`src/rtl/instr_fetch_unit_pkg.sv`:
```
// Shared types and helpers for the instruction fetch front end.
// A fetch-buffer entry pairs each instruction word with the PC it was fetched from.
package instr_fetch_unit_pkg;

  localparam int XLEN = 32;
  localparam logic [XLEN-1:0] PC_STEP = 32'd4;

  typedef struct packed {
    logic [XLEN-1:0] pc;
    logic [XLEN-1:0] instr;
  } fetch_entry_t;

  function automatic logic [XLEN-1:0] word_align(input logic [XLEN-1:0] addr);
    return addr & ~32'h0000_0003;
  endfunction

endpackage

```
`src/rtl/instr_fetch_unit_fetch_fifo.sv`:
```
// Synchronous DEPTH-entry FIFO of {pc, instr} with flush; pointers wrap naturally
// because DEPTH is a power of two. Storage is not reset, only the control state.
module fetch_fifo
  import instr_fetch_unit_pkg::*;
#(
  parameter int DEPTH = 4
) (
  input  logic                   clk,
  input  logic                   rst,
  input  logic                   push,
  input  fetch_entry_t           push_entry,
  input  logic                   pop,
  input  logic                   flush,
  output fetch_entry_t           head,
  output logic                   not_empty,
  output logic [$clog2(DEPTH):0] count
);

  localparam int AW = $clog2(DEPTH);
  localparam int CW = AW + 1;

  fetch_entry_t  slots [DEPTH];
  logic [AW-1:0] wr_ptr;
  logic [AW-1:0] rd_ptr;
  logic          push_ok;
  logic          pop_ok;

  assign not_empty = (count != '0);
  assign push_ok   = push & ~flush;
  assign pop_ok    = pop & not_empty & ~flush;
  // Gate the head so the outputs read zero whenever nothing is buffered.
  assign head      = not_empty ? slots[rd_ptr] : '0;

  always_ff @(posedge clk or posedge rst) begin
    if (rst) begin
      wr_ptr <= '0;
      rd_ptr <= '0;
      count  <= '0;
    end else if (flush) begin
      wr_ptr <= '0;
      rd_ptr <= '0;
      count  <= '0;
    end else begin
      wr_ptr <= wr_ptr + AW'(push_ok);
      rd_ptr <= rd_ptr + AW'(pop_ok);
      count  <= count + CW'(push_ok) - CW'(pop_ok);
    end
  end

  always_ff @(posedge clk) begin
    if (push_ok) begin
      slots[wr_ptr] <= push_entry;
    end
  end

  always_ff @(posedge clk) begin
    if (!rst && push_ok) begin
      assert (count != CW'(DEPTH) || pop_ok)
        else $error("fetch_fifo: push into full buffer");
    end
  end

endmodule

```
`src/rtl/instr_fetch_unit.sv`:
```
// Fetch stage: issues in-order word reads, buffers returned words with their PCs,
// and hands them to decode. Redirects flush the buffer and discard in-flight words.
module instr_fetch_unit
  import instr_fetch_unit_pkg::*;
#(
  parameter logic [31:0] RESET_PC = 32'h0000_0000,
  parameter int          DEPTH    = 4
) (
  input  logic        clk,
  input  logic        rst,
  input  logic        redirect_valid,
  input  logic [31:0] redirect_pc,
  output logic        imem_req_valid,
  input  logic        imem_req_ready,
  output logic [31:0] imem_req_addr,
  input  logic        imem_rsp_valid,
  input  logic [31:0] imem_rsp_data,
  output logic        if_valid,
  input  logic        if_ready,
  output logic [31:0] if_instr,
  output logic [31:0] if_pc
);

  localparam int CW  = $clog2(DEPTH) + 1;
  localparam int CRW = CW + 1;

  logic [XLEN-1:0] fetch_pc;
  logic [XLEN-1:0] rsp_pc;
  logic [CW-1:0]   outstanding;
  logic [CW-1:0]   discard_cnt;
  logic [CW-1:0]   count;
  logic [CRW-1:0]  credit;
  logic            pop;
  logic            req_fire;
  logic            rsp_keep;
  logic            rsp_drop_old;
  logic [XLEN-1:0] target_pc;
  fetch_entry_t    push_entry;
  fetch_entry_t    head;

  assign pop = if_valid & if_ready;

  // Every buffered word and every in-flight request holds a slot, so a response
  // can always be pushed; a same-cycle pop frees one slot early.
  assign credit = CRW'(DEPTH) - {1'b0, count} - {1'b0, outstanding} + CRW'(pop);

  assign imem_req_valid = (credit != '0) & ~redirect_valid;
  assign imem_req_addr  = fetch_pc;
  assign req_fire       = imem_req_valid & imem_req_ready;

  assign rsp_keep     = imem_rsp_valid & ~redirect_valid & (discard_cnt == '0);
  assign rsp_drop_old = imem_rsp_valid & ~redirect_valid & (discard_cnt != '0);
  assign target_pc    = word_align(redirect_pc);

  always_ff @(posedge clk or posedge rst) begin
    if (rst) begin
      fetch_pc    <= RESET_PC;
      rsp_pc      <= RESET_PC;
      outstanding <= '0;
      discard_cnt <= '0;
    end else begin
      outstanding <= outstanding + CW'(req_fire) - CW'(imem_rsp_valid);
      if (redirect_valid) begin
        // Everything still in flight after this cycle belongs to the old path.
        fetch_pc    <= target_pc;
        rsp_pc      <= target_pc;
        discard_cnt <= outstanding - CW'(imem_rsp_valid);
      end else begin
        if (req_fire) begin
          fetch_pc <= fetch_pc + PC_STEP;
        end
        if (rsp_drop_old) begin
          discard_cnt <= discard_cnt - CW'(1);
        end
        if (rsp_keep) begin
          rsp_pc <= rsp_pc + PC_STEP;
        end
      end
    end
  end

  always_ff @(posedge clk) begin
    if (!rst && imem_rsp_valid) begin
      assert (outstanding != '0)
        else $error("instr_fetch_unit: response with no request outstanding");
    end
  end

  assign push_entry = '{pc: rsp_pc, instr: imem_rsp_data};

  fetch_fifo #(
    .DEPTH (DEPTH)
  ) u_fetch_fifo (
    .clk        (clk),
    .rst        (rst),
    .push       (rsp_keep),
    .push_entry (push_entry),
    .pop        (pop),
    .flush      (redirect_valid),
    .head       (head),
    .not_empty  (if_valid),
    .count      (count)
  );

  assign if_pc    = head.pc;
  assign if_instr = head.instr;

endmodule
```
`config.mk`:
```
export PLATFORM = sky130hd
export DESIGN_NAME = instr_fetch_unit
export DESIGN_NICKNAME = d
export VERILOG_FILES = /design/src/rtl/instr_fetch_unit_pkg.sv /design/src/rtl/instr_fetch_unit_fetch_fifo.sv /design/src/rtl/instr_fetch_unit.sv
export SDC_FILE = /design/constraint.sdc
export NUM_CORES = 1
export LEC_CHECK = 0
export CAP_MARGIN = 5
export CELL_PAD_IN_SITES_DETAIL_PLACEMENT = 0
export CELL_PAD_IN_SITES_GLOBAL_PLACEMENT = 1
export CORE_ASPECT_RATIO = 1.5
export CORE_UTILIZATION = 30
export CTS_CLUSTER_DIAMETER = 40
export DETAILED_ROUTE_END_ITERATION = 10
export PLACE_DENSITY_LB_ADDON = 0.1
export SLEW_MARGIN = 10
export SYNTH_ARGS = -nofsm -noshare
export SYNTH_HDL_FRONTEND = slang
export SYNTH_SLANG_ARGS = --single-unit
```
`constraint.sdc`:
```
create_clock -name clk -period 23.7 [get_ports clk]
set_clock_uncertainty 0.1 [all_clocks]
set_input_delay 3.555 -clock clk [delete_from_list [all_inputs] [get_ports clk]]
set_output_delay 3.555 -clock clk [all_outputs]
set_load 0.01 [all_outputs]
```
==> results of run 1 <==
through the flow:
stage	setup slack [ns]	hold WS (ns)	util
after floorplan	12.49	0.376	-
after global placement	13.81	0.428	0.356
after detailed placement	13.80	0.430	0.356
after CTS	13.79	0.446	0.386
after global routing	13.70	0.460	0.386
final	13.83	0.441	0.386
layout make-up:
| class | count | area share |
|---|---|---|
| flip-flops and latches | 321 | 0.535 |
| multi-input cells | 457 | 0.240 |
| repair buffers | 174 | 0.0982 |
| clock buffers | 48 | 0.0619 |
| well taps | 582 | 0.0420 |
| clock inverters | 25 | 0.0164 |
| inverters | 32 | 0.00692 |
power by group through the flow:
stage / sequential (mW) / clock, mW / combinational [mW]
global placement: 0.697 / 0 / 0.403
global route: 0.692 / 0.655 / 0.430
detailed placement: 0.697 / 0 / 0.402
finish: 0.685 / 0.614 / 0.392
floorplan: 0.684 / 0 / 0.219
CTS: 0.686 / 0.635 / 0.404
cells in the final DEF, fill, tap and decap left out, types with 7 or more instances in the layout:
master           netlist  final
edfxtp_1             248    248
clkdlybuf4s50_1        0    160
dfrtp_1               73     71
and2_1                64     64
mux4_2                62     62
clkbuf_16              0     42
xnor2_1               41     41
nand2_1               35     35
inv_1                 32     30
nor3_1                28     28
nor2_1                27     26
mux2_2                18     18
nor4_1                16     15
nand4_1               15     15
a21boi_0              15     15
ha_1                  15     15
nand3_1               14     14
buf_4                  4     13
a21oi_1               12     12
xor2_1                12     12
nand2b_1              12     12
and4_1                 7      7
flip-flops by register name, indices dropped and copies added, names as in the netlist:
register and count:
u_fetch_fifo.rd_ptr 2, u_fetch_fifo.count 3, u_fetch_fifo.slots 248, rsp_pc 30, discard_cnt 3, imem_req_addr 30, u_fetch_fifo.wr_ptr 2, outstanding 3
worst register-to-register path, cell delays in order, from the launching register on:
cell and delay (ns):
dfrtp_1 0.42, or3_2 0.50, nand2_1 0.12, fa_1 0.17, inv_1 0.04, ha_1 0.18, fa_1 0.37, xnor2_1 0.28
o41a_1 0.37, nand2_1 0.11, ha_1 0.27, inv_1 0.05, ha_1 0.12, inv_1 0.05, fa_1 0.37, xnor2_1 0.19
xnor2_1 0.13
worst max path at each step:
| stage | depth (start not counted) | end | startpoint |
|---|---|---|---|
| 6_report | 10 | imem_req_valid | if_ready |
| 5_1_grt | 10 | imem_req_valid | if_ready |
| 4_1_cts | 10 | imem_req_valid | if_ready |
| 3_5_place_dp | 10 | imem_req_valid | if_ready |
| 3_3_place_gp | 10 | imem_req_valid | if_ready |
| 2_1_floorplan | 3 | u_fetch_fifo.slots[1][0]$_DFFE_PP_ | redirect_valid |
logic make-up after synthesis:
group / count (synthesis) / share of synthesized area
AO/OA/AOI/OAI: 51 / 0.0256
buffers and inverters: 74 / 0.0220
other: 1 / 0.000274
multiplexers: 84 / 0.120
adder cells (fa/ha/maj): 19 / 0.0196
XOR/XNOR: 53 / 0.0339
flip-flops: 321 / 0.677
AND/OR/NAND/NOR: 246 / 0.102
layer usage:
metal  global-route usage  share of wire  vias to the layer above
met3               0.0222          0.036                       43
met1                0.175           0.43                     3906
li1                     -              -                     3585
met2                0.246           0.51                      171
met5                    0              0                        -
met4               0.0508          0.025                        0
==> run metrics, run 1 <==
fillcell total ~4,300; post-synth top area share 0.544; PwrDens around 100 mW/mm^2; asr flop ratio synth 0.227; total power between 1.5 and 2 mW; Top Family by Delay on Critical Path buffers and inverters; status finished clean; top post-synthesis cells by count edfxtp_1 (248), dfrtp_1 (73), and2_1 (64), mux4_2 (62), xnor2_1 (41); Int Pwr ~1.2 mW; most area-consuming cells after synthesis edfxtp_1 (54%), dfrtp_1 (13%), mux4_2 (10%), and2_1 (2.9%), xnor2_1 (2.6%); CP startpoint kind input port; largest area contributor in the netlist edfxtp_1; core area about 0.045 sq mm; Storage cell area approximately 0.0093 sq mm; first-pass GRT wire length about 50 mm; drt pass-1 iters 5; FMAX a little over 100 MHz; DIE AREA 0.0465 sq mm; largest net degree at the start of global routing 68; vias in the first global route 8,315; via count ~7,700; combinational share of power 0.232; max_slew headroom 0.308; fin. max-slew vios 0; Setup TNS Final 0 ns; antenna violations before repair 0; most common cell in the netlist edfxtp_1; final weighted congestion in routability-driven placement between 0.7 and 0.8; Max Cap Viol 0; Tot GR Track Use 0.141; final std cells w/o fill about 1,600; htree depth 2; Crit path required time ~20 ns; area delta synth->final 26.7%; FF-to-FF setup slack between 15 and 20 ns; Hold Path Origin u_fetch_fifo.rd_ptr[1]$_DFF_PP0_; clock power share 0.363; synth warn 0; sequential share of power 0.405; placed insts around 1,600; cts repair resizes 0; reg2reg path depth 16; CP Max Fanout 6; CTS Buf Count between 40 and 50; # port buffers about 160; Die Y roughly 260 um; # IOs ~170; Synth Register Bits roughly 320; grt ovf 0; final period demand of the worst path 9.87 ns; Hold EP u_fetch_fifo.rd_ptr[1]$_DFF_PP0_; WS Path Type input port to output pin; WL/cell around 20 um; Sink Count between 300 and 400; cts hold-fix bufs 0; Hold Path Class flop to flop; area of the multi-input gates around 0.0042 sq mm; Clock Path Buffers 3; share of layout cells above drive strength 1 0.163; Hold Crit Depth 2; worst slew pin tran around 1.0 ns; slowest cell delay on critical path about 0.50 ns; RSZ-0062 raised after global routing no; Vias/cell ~4.7; final WL between 30 and 40 mm; die width 176 um; Post-DP Area 0.0160 sq mm; Syn Area/Cell 16.1 sq um; worst r2r src u_fetch_fifo.count[0]$_DFF_PP0_; cell-by-cell trace of the critical path clkdlybuf4s50_1, nand2_1, fa_1, inv_1, ha_1, fa_1, nor4_1, buf_4, nor2_1, clkdlybuf4s50_1; design area about 0.017 sq mm; Buf+Inv Stages, Crit Path 4; Leak between 5 and 6 nW; FP Rows between 90 and 100; fin crit share 0.417; EDFF count, synth ~250; top_reg_cell synth edfxtp_1; Worst setup EP type output pin; Diodes inserted 0; CTS tree built; Starting DRT DRC Count ~330; clk root buf clkbuf_16; switch share 0.281; worst IR drop on VDD 42.6 uV; Clock Latency Late Sink roughly 0.55 ns; Mapped Area ~0.014 sq mm; Synth Instances between 800 and 900; clk slew on worst S/H paths around 0.06 ns; post-DP HPWL roughly 19 mm; RR Endpoint outstanding[2]$_DFF_PP0_; sequential-to-total area share from yosys stat 0.677; sw power between 400 and 500 uW; Final Hold Fails 0; DRC errors left 0; ANT nets after route 0; nets@finish approximately 1,100; endpoints failing setup 0; initial core utilization 0.305; worst endpoint data arrival time approximately 6.2 ns; crit path max-delay cell type clkdlybuf4s50_1; Post-CTS Repair Setup Buffers 0; Netlist cell types 48
No activity file was read; power rests on OpenSTA's default activity.
==> run 2: changes to the inputs <==
==> constraint.sdc (replaced) <==
create_clock -name clk -period 9 [get_ports clk]
set_clock_uncertainty 0.1 [all_clocks]
set_input_delay 1.35 -clock clk [delete_from_list [all_inputs] [get_ports clk]]
set_output_delay 1.35 -clock clk [all_outputs]
set_load 0.01 [all_outputs]
==> run 2 against run 1 <==
Setup slack lost 11 ns; design area fell by 0.52%; flip-flop and latch count did not move; die area did not move; register-to-register slack worse by 15 ns; final cell count fell by 0.18%; critical endpoint unchanged; core utilization decreased by 0.20 points; global-route usage about the same; wire length grew 1.0%; largest power group unchanged; power grew to 2.6 times the previous value.
==> run metrics, run 2 (synthesis gave the netlist of run 1 again) <==
placed insts 1,565 (was 1,566); Hold Path Origin u_fetch_fifo.rd_ptr[1]$_DFF_PP0_ (unchanged); # port buffers 161 (unchanged); CTS tree built (unchanged); cts repair resizes 0 (unchanged); CP startpoint if_ready (unchanged); worst IR drop on VDD 131 uV (was 42.6 uV); final period demand of the worst path around 5.8 ns; Worst setup EP type output pin (unchanged); grt ovf 0 (unchanged); FMAX around 170 MHz; Crit path required time 7.55 ns (was 20.05 ns); FF-to-FF setup slack 5.06 ns (was 19.75 ns); Setup TNS Final 0 ns (unchanged); largest net degree at the start of global routing 64 (was 68); design area 0.0173 sq mm (was 0.0174 sq mm); Hold Crit Depth 2 (unchanged); Tot GR Track Use 0.141 (about the same); Clock Latency Late Sink 0.53 ns (was 0.55 ns); final std cells w/o fill 1,636 (was 1,639); fin crit share 0.642; PwrDens 252 mW/mm^2 (was 97.4 mW/mm^2); cell-by-cell trace of the critical path clkdlybuf4s50_1, nand2_1, fa_1, inv_1, ha_1, fa_1, nor4_1, nor2_1, clkdlybuf4s50_1 (was clkdlybuf4s50_1, nand2_1, fa_1, inv_1, ha_1, fa_1, nor4_1, buf_4, nor2_1, clkdlybuf4s50_1); Final Hold Fails 0 (unchanged); # IOs 168 (unchanged); DIE AREA 0.0465 sq mm (unchanged); cts hold-fix bufs 0 (unchanged); Hold Path Class flop to flop (unchanged); most common cell after layout, fill and taps aside edfxtp_1 (unchanged); area delta synth->final 26.1% (was 26.7%); Starting DRT DRC Count 418 (was 331); clk root buf clkbuf_16 (unchanged); Vias/cell 4.72 (was 4.70); dpl ws 3.19 ns (was 13.80 ns); Leak 5.75 nW (was 5.81 nW); vias in the first global route 8,073 (was 8,315); ANT nets after route 0 (unchanged); FP Rows 95 (unchanged); worst endpoint data arrival time 4.33 ns (was 6.22 ns); WS Path Type input port to output pin (unchanged); fin. max-slew vios 0 (unchanged); clk slew on worst S/H paths 0.05 ns (was 0.06 ns); Sink Count 321 (unchanged); RR Endpoint imem_req_addr[25]$_DFFE_PP0P_ (was outstanding[2]$_DFF_PP0_); CP startpoint kind input port (unchanged); worst r2r src u_fetch_fifo.count[1]$_DFF_PP0_ (was u_fetch_fifo.count[0]$_DFF_PP0_); tightest hold margin 0.440 ns (was 0.441 ns); nets@finish 1,114 (was 1,117); max reg flops 248 (unchanged); share of layout cells above drive strength 1 0.158 (was 0.163); slowest cell delay on critical path 0.79 ns (was 0.50 ns); RSZ-0062 raised after global routing no (unchanged); Max Cap Viol 0 (unchanged); reg2reg path depth 11 (was 16); post-DP HPWL 19.5 mm (was 18.9 mm); max_slew headroom 0.272 (was 0.308); first-pass GRT wire length 49.5 mm (was 49.6 mm); drt pass-1 iters 4 (was 5); commonest non-fill, non-tap cells in the layout edfxtp_1 (248), clkdlybuf4s50_1 (160), dfrtp_1 (71), and2_1 (64), mux4_2 (62) (unchanged); crit path max-delay cell type nor4_1 (was clkdlybuf4s50_1); htree depth 2 (unchanged); Hold EP u_fetch_fifo.rd_ptr[1]$_DFF_PP0_ (unchanged); Diodes inserted 0 (unchanged); initial core utilization 0.305 (unchanged); worst setup margin 3.22 ns (was 13.83 ns); via count 7,722 (was 7,705); antenna violations before repair 0 (unchanged); WL/cell 19.7 um (was 19.4 um); final WL 32.2 mm (was 31.9 mm); status finished clean (unchanged); core area 0.0449 sq mm (unchanged); CP Max Fanout 6 (unchanged); final weighted congestion in routability-driven placement 0.742 (was 0.713); Largest Register u_fetch_fifo.slots (unchanged); Clock Path Buffers 3 (unchanged); Post-CTS Repair Setup Buffers 0 (unchanged); DRC errors left 0 (unchanged); Post-DP Area 0.0160 sq mm (about the same); CTS Buf Count 40 (was 42); die width 176 um (unchanged); worst slew pin tran 1.08 ns (was 1.04 ns); endpoints failing setup 0 (unchanged); Die Y 264 um (unchanged)
## run 2: cell count changes in the layout (fill, tap and decap cells not counted), sizes merged
cell	before	now
inv	39	36
clkinv	12	13
clkinvlp	3	5
buf	14	13
bufinv	3	2
clkbuf	48	47
## run 2: worst max-delay path, delay by kind of cell
family | cells | cell delay (ns)
buf+inv | 3 | 1.05
simple gates | 3 | 0.96
fa+ha+maj | 3 | 0.96
## run 2: layer usage
layer | routed length (um) | part of all wire | vias up | GRT usage
li1 | - | - | 3582 | -
met1 | 13600 | 0.42 | 3943 | 0.176
met3 | 1230 | 0.038 | 44 | 0.0233
met5 | 0 | 0 | - | 0
met4 | 630 | 0.020 | 0 | 0.0417
met2 | 16700 | 0.52 | 153 | 0.248
## run 2: cell type report
type / count / area (sq um)
clock inverters: 24 / 219
well taps: 582 / 728
repair buffers: 173 / 1700
multi-input cells: 457 / 4170
clock buffers: 47 / 1050
flip-flops and latches: 321 / 9280
inverters: 32 / 120
fillers: 4285 / 27700
## run 2: through the flow
stage	power (mW)	util
6_report	4.35	0.384
5_1_grt	4.58	0.384
4_1_cts	4.45	0.384
3_5_place_dp	2.89	0.356
3_3_place_gp	2.88	0.356
2_1_floorplan	2.38	-
## run 2: report_power, final
group | internal [mW] | total (mW) | switching, mW | leakage, nW
clock | 0.903 | 1.53 | 0.630 | 0.603
sequential | 1.70 | 1.81 | 0.111 | 3.08
combinational | 0.541 | 1.01 | 0.473 | 2.07
total | 3.14 | 4.35 | 1.21 | 5.75
## run 2: worst max path at each step
stage,to,slack [ns],depth (start not counted)
after CTS,imem_req_valid,3.18,9
after detailed placement,imem_req_valid,3.19,9
final,imem_req_valid,3.22,9
after global placement,imem_req_valid,3.15,9
after floorplan,u_fetch_fifo.slots[0][0]$_DFFE_PP_,0.34,4
after global routing,imem_req_valid,2.92,9
==> run 3: changes to the inputs <==
==> constraint.sdc (replaced) <==
create_clock -name clk -period 5.8 [get_ports clk]
set_clock_uncertainty 0.1 [all_clocks]
set_input_delay 0.87 -clock clk [delete_from_list [all_inputs] [get_ports clk]]
set_output_delay 0.87 -clock clk [all_outputs]
set_load 0.01 [all_outputs]
==> run 3 against run 2 <==
Global-route usage increased by 0.44 points; sequential power increased by 55%; combinational power increased by 57%; first-iteration DRC count increased by 8.9%; sequential share of layout area increased by 0.12 points; register-to-register slack got worse by 3.2 ns; largest cell class unchanged.
==> run metrics, run 3 (synthesis gave the netlist of run 1 again) <==
CP Max Fanout 6 (unchanged); Post-CTS Repair Setup Buffers 0 (unchanged); cts repair resizes 0 (unchanged); worst slew pin tran 0.980 ns (was 1.08 ns); most common cell after layout, fill and taps aside edfxtp_1 (unchanged); WS Path Type input port to output pin (unchanged); CP startpoint kind input port (unchanged); combinational share of power 0.239 (was 0.233); worst endpoint data arrival time 3.49 ns (was 4.33 ns); Die Y 264 um (unchanged); Crit path required time 4.83 ns (was 7.55 ns); FP Rows 95 (unchanged); total power 6.64 mW (was 4.35 mW); Max Cap Viol 0 (unchanged); worst IR drop on VDD 212 uV (was 131 uV); final weighted congestion in routability-driven placement 0.726 (was 0.742); switch share 0.280 (was 0.279); die width 176 um (unchanged); Diodes inserted 0 (unchanged); Int Pwr 4.78 mW (was 3.14 mW); first-pass GRT wire length 51.1 mm (was 49.5 mm); cts hold-fix bufs 0 (unchanged); Vias/cell 4.75 (was 4.72); clock power share 0.339 (was 0.352); Sink Count 321 (unchanged); Hold Path Class flop to flop (unchanged); fin. max-slew vios 0 (unchanged); Hold Path Origin discard_cnt[1]$_DFFE_PP0P_ (was u_fetch_fifo.rd_ptr[1]$_DFF_PP0_); fin crit share 0.769; drt pass-1 iters 4 (unchanged); max_slew headroom 0.345 (was 0.272); RSZ-0062 raised after global routing no (unchanged); vias in the first global route 8,464 (was 8,073); crit path max-delay cell type clkdlybuf4s50_1 (was nor4_1); area delta synth->final 25.8% (was 26.1%); Starting DRT DRC Count 455 (was 418); share of layout cells above drive strength 1 0.156 (was 0.158); Clock Path Buffers 3 (unchanged); final period demand of the worst path roughly 4.5 ns; endpoints failing setup 0 (unchanged); Tot GR Track Use 0.145 (was 0.141); Clock Latency Late Sink 0.53 ns (about the same); CTS tree built (unchanged); Final Hold Fails 0 (unchanged); FMAX between 200 and 250 MHz; Buf+Inv Stages, Crit Path 4 (was 3); Leak 5.75 nW (about the same); commonest non-fill, non-tap cells in the layout edfxtp_1 (248), clkdlybuf4s50_1 (160), dfrtp_1 (71), and2_1 (64), mux4_2 (62) (unchanged); sw power 1.86 mW (was 1.21 mW); core area 0.0449 sq mm (unchanged); clk root buf clkbuf_16 (unchanged); PwrDens 386 mW/mm^2 (was 252 mW/mm^2); Setup TNS Final 0 ns (unchanged); # port buffers 161 (unchanged); # IOs 168 (unchanged); sequential share of power 0.422 (was 0.415); cell-by-cell trace of the critical path clkdlybuf4s50_1, nand2_1, fa_1, inv_1, ha_1, fa_1, nor4_1, buf_4, nor2_1, clkdlybuf4s50_1 (was clkdlybuf4s50_1, nand2_1, fa_1, inv_1, ha_1, fa_1, nor4_1, nor2_1, clkdlybuf4s50_1); FF-to-FF setup slack 1.86 ns (was 5.06 ns); htree depth 2 (unchanged); CP startpoint if_ready (unchanged); ANT nets after route 0 (unchanged); Top Family by Delay on Critical Path buffers and inverters (unchanged); antenna violations before repair 0 (unchanged); post-DP HPWL 20.0 mm (was 19.5 mm); final WL 32.4 mm (was 32.2 mm); initial core utilization 0.305 (unchanged); DIE AREA 0.0465 sq mm (unchanged); largest net degree at the start of global routing 64 (unchanged); fillcell total 4,307 (was 4,285); max reg flops 248 (unchanged); WL/cell 19.8 um (was 19.7 um); slowest cell delay on critical path 0.49 ns (was 0.79 ns); Largest Register u_fetch_fifo.slots (unchanged); Worst setup EP type output pin (unchanged); status finished clean (unchanged); clk slew on worst S/H paths 0.06 ns (was 0.05 ns); CTS Buf Count 39 (was 40); grt ovf 0 (unchanged); nets@finish 1,116 (was 1,114); worst r2r src u_fetch_fifo.count[1]$_DFF_PP0_ (unchanged); DRC errors left 0 (unchanged); via count 7,765 (was 7,722)
-- run 3: cell count changes in the layout (fill, tap and decap cells not counted), moves of 2 or more --
cell / previous run / this run
buf_12: 0 / 2
clkbuf_1: 6 / 9
inv_6: 2 / 4
inv_8: 2 / 0
bufinv_16: 2 / 0
clkinv_4: 6 / 3
clkinv_2: 2 / 5
clkinvlp_4: 5 / 1
-- run 3: worst paths after layout --
path	to	cells past startpoint
max reg2reg	imem_req_addr[26]$_DFFE_PP0P_	12
max	imem_req_valid	10
max in group asynchronous	imem_req_addr[5]$_DFFE_PP0P_	3
min	discard_cnt[1]$_DFFE_PP0P_	2
min reg2reg	discard_cnt[1]$_DFFE_PP0P_	2
min in group asynchronous	imem_req_addr[23]$_DFFE_PP0P_	2
-- run 3: area by class of cell --
type / count / area [sq um] / share of cell area
clock buffer: 50 / 1060 / 0.0615
clock inverter: 18 / 113 / 0.00654
multi-input combinational: 457 / 4180 / 0.243
tap: 582 / 728 / 0.0423
sequential: 321 / 9280 / 0.539
timing repair buffer: 176 / 1740 / 0.101
inverter: 32 / 120 / 0.00697
-- run 3: power by group through the flow --
stage	clock (mW)	combinational [mW]	sequential (mW)
6_report	2.25	1.59	2.80
5_1_grt	2.41	1.77	2.83
4_1_cts	2.33	1.65	2.81
3_5_place_dp	0	1.64	2.86
3_3_place_gp	0	1.64	2.85
2_1_floorplan	0	0.895	2.79
-- run 3: worst reg2reg max path, stage by stage, from the launching register on --
cell	delay, ns
dfrtp_1	0.42
or3_2	0.48
nand2_1	0.12
fa_1	0.17
inv_1	0.04
ha_1	0.18
fa_1	0.37
xnor2_1	0.28
o41ai_2	0.19
buf_4	0.20
nor4_2	0.68
mux2_2	0.41
a221oi_1	0.20
-- run 3: metrics by stage --
step                      instances  setup WS [ns]  hold WS [ns]  area, sq um  utilization
after global placement         1568           1.26         0.448        16000        0.357
after CTS                      1636           1.30         0.476        17200        0.383
after global routing           1636           1.12         0.495        17200        0.383
after detailed placement       1568           1.24         0.463        16000        0.357
after floorplan                 852          0.210         0.376        13700            -
final                          1636           1.34         0.465        17200        0.383
-- run 3: per-layer routing --
layer / up-vias / global-route usage / share of wire
met2: 157 / 0.259 / 0.52
met4: 0 / 0.0452 / 0.022
met5: - / 0 / 0
li1: 3584 / - / -
met3: 48 / 0.0228 / 0.035
met1: 3976 / 0.178 / 0.42
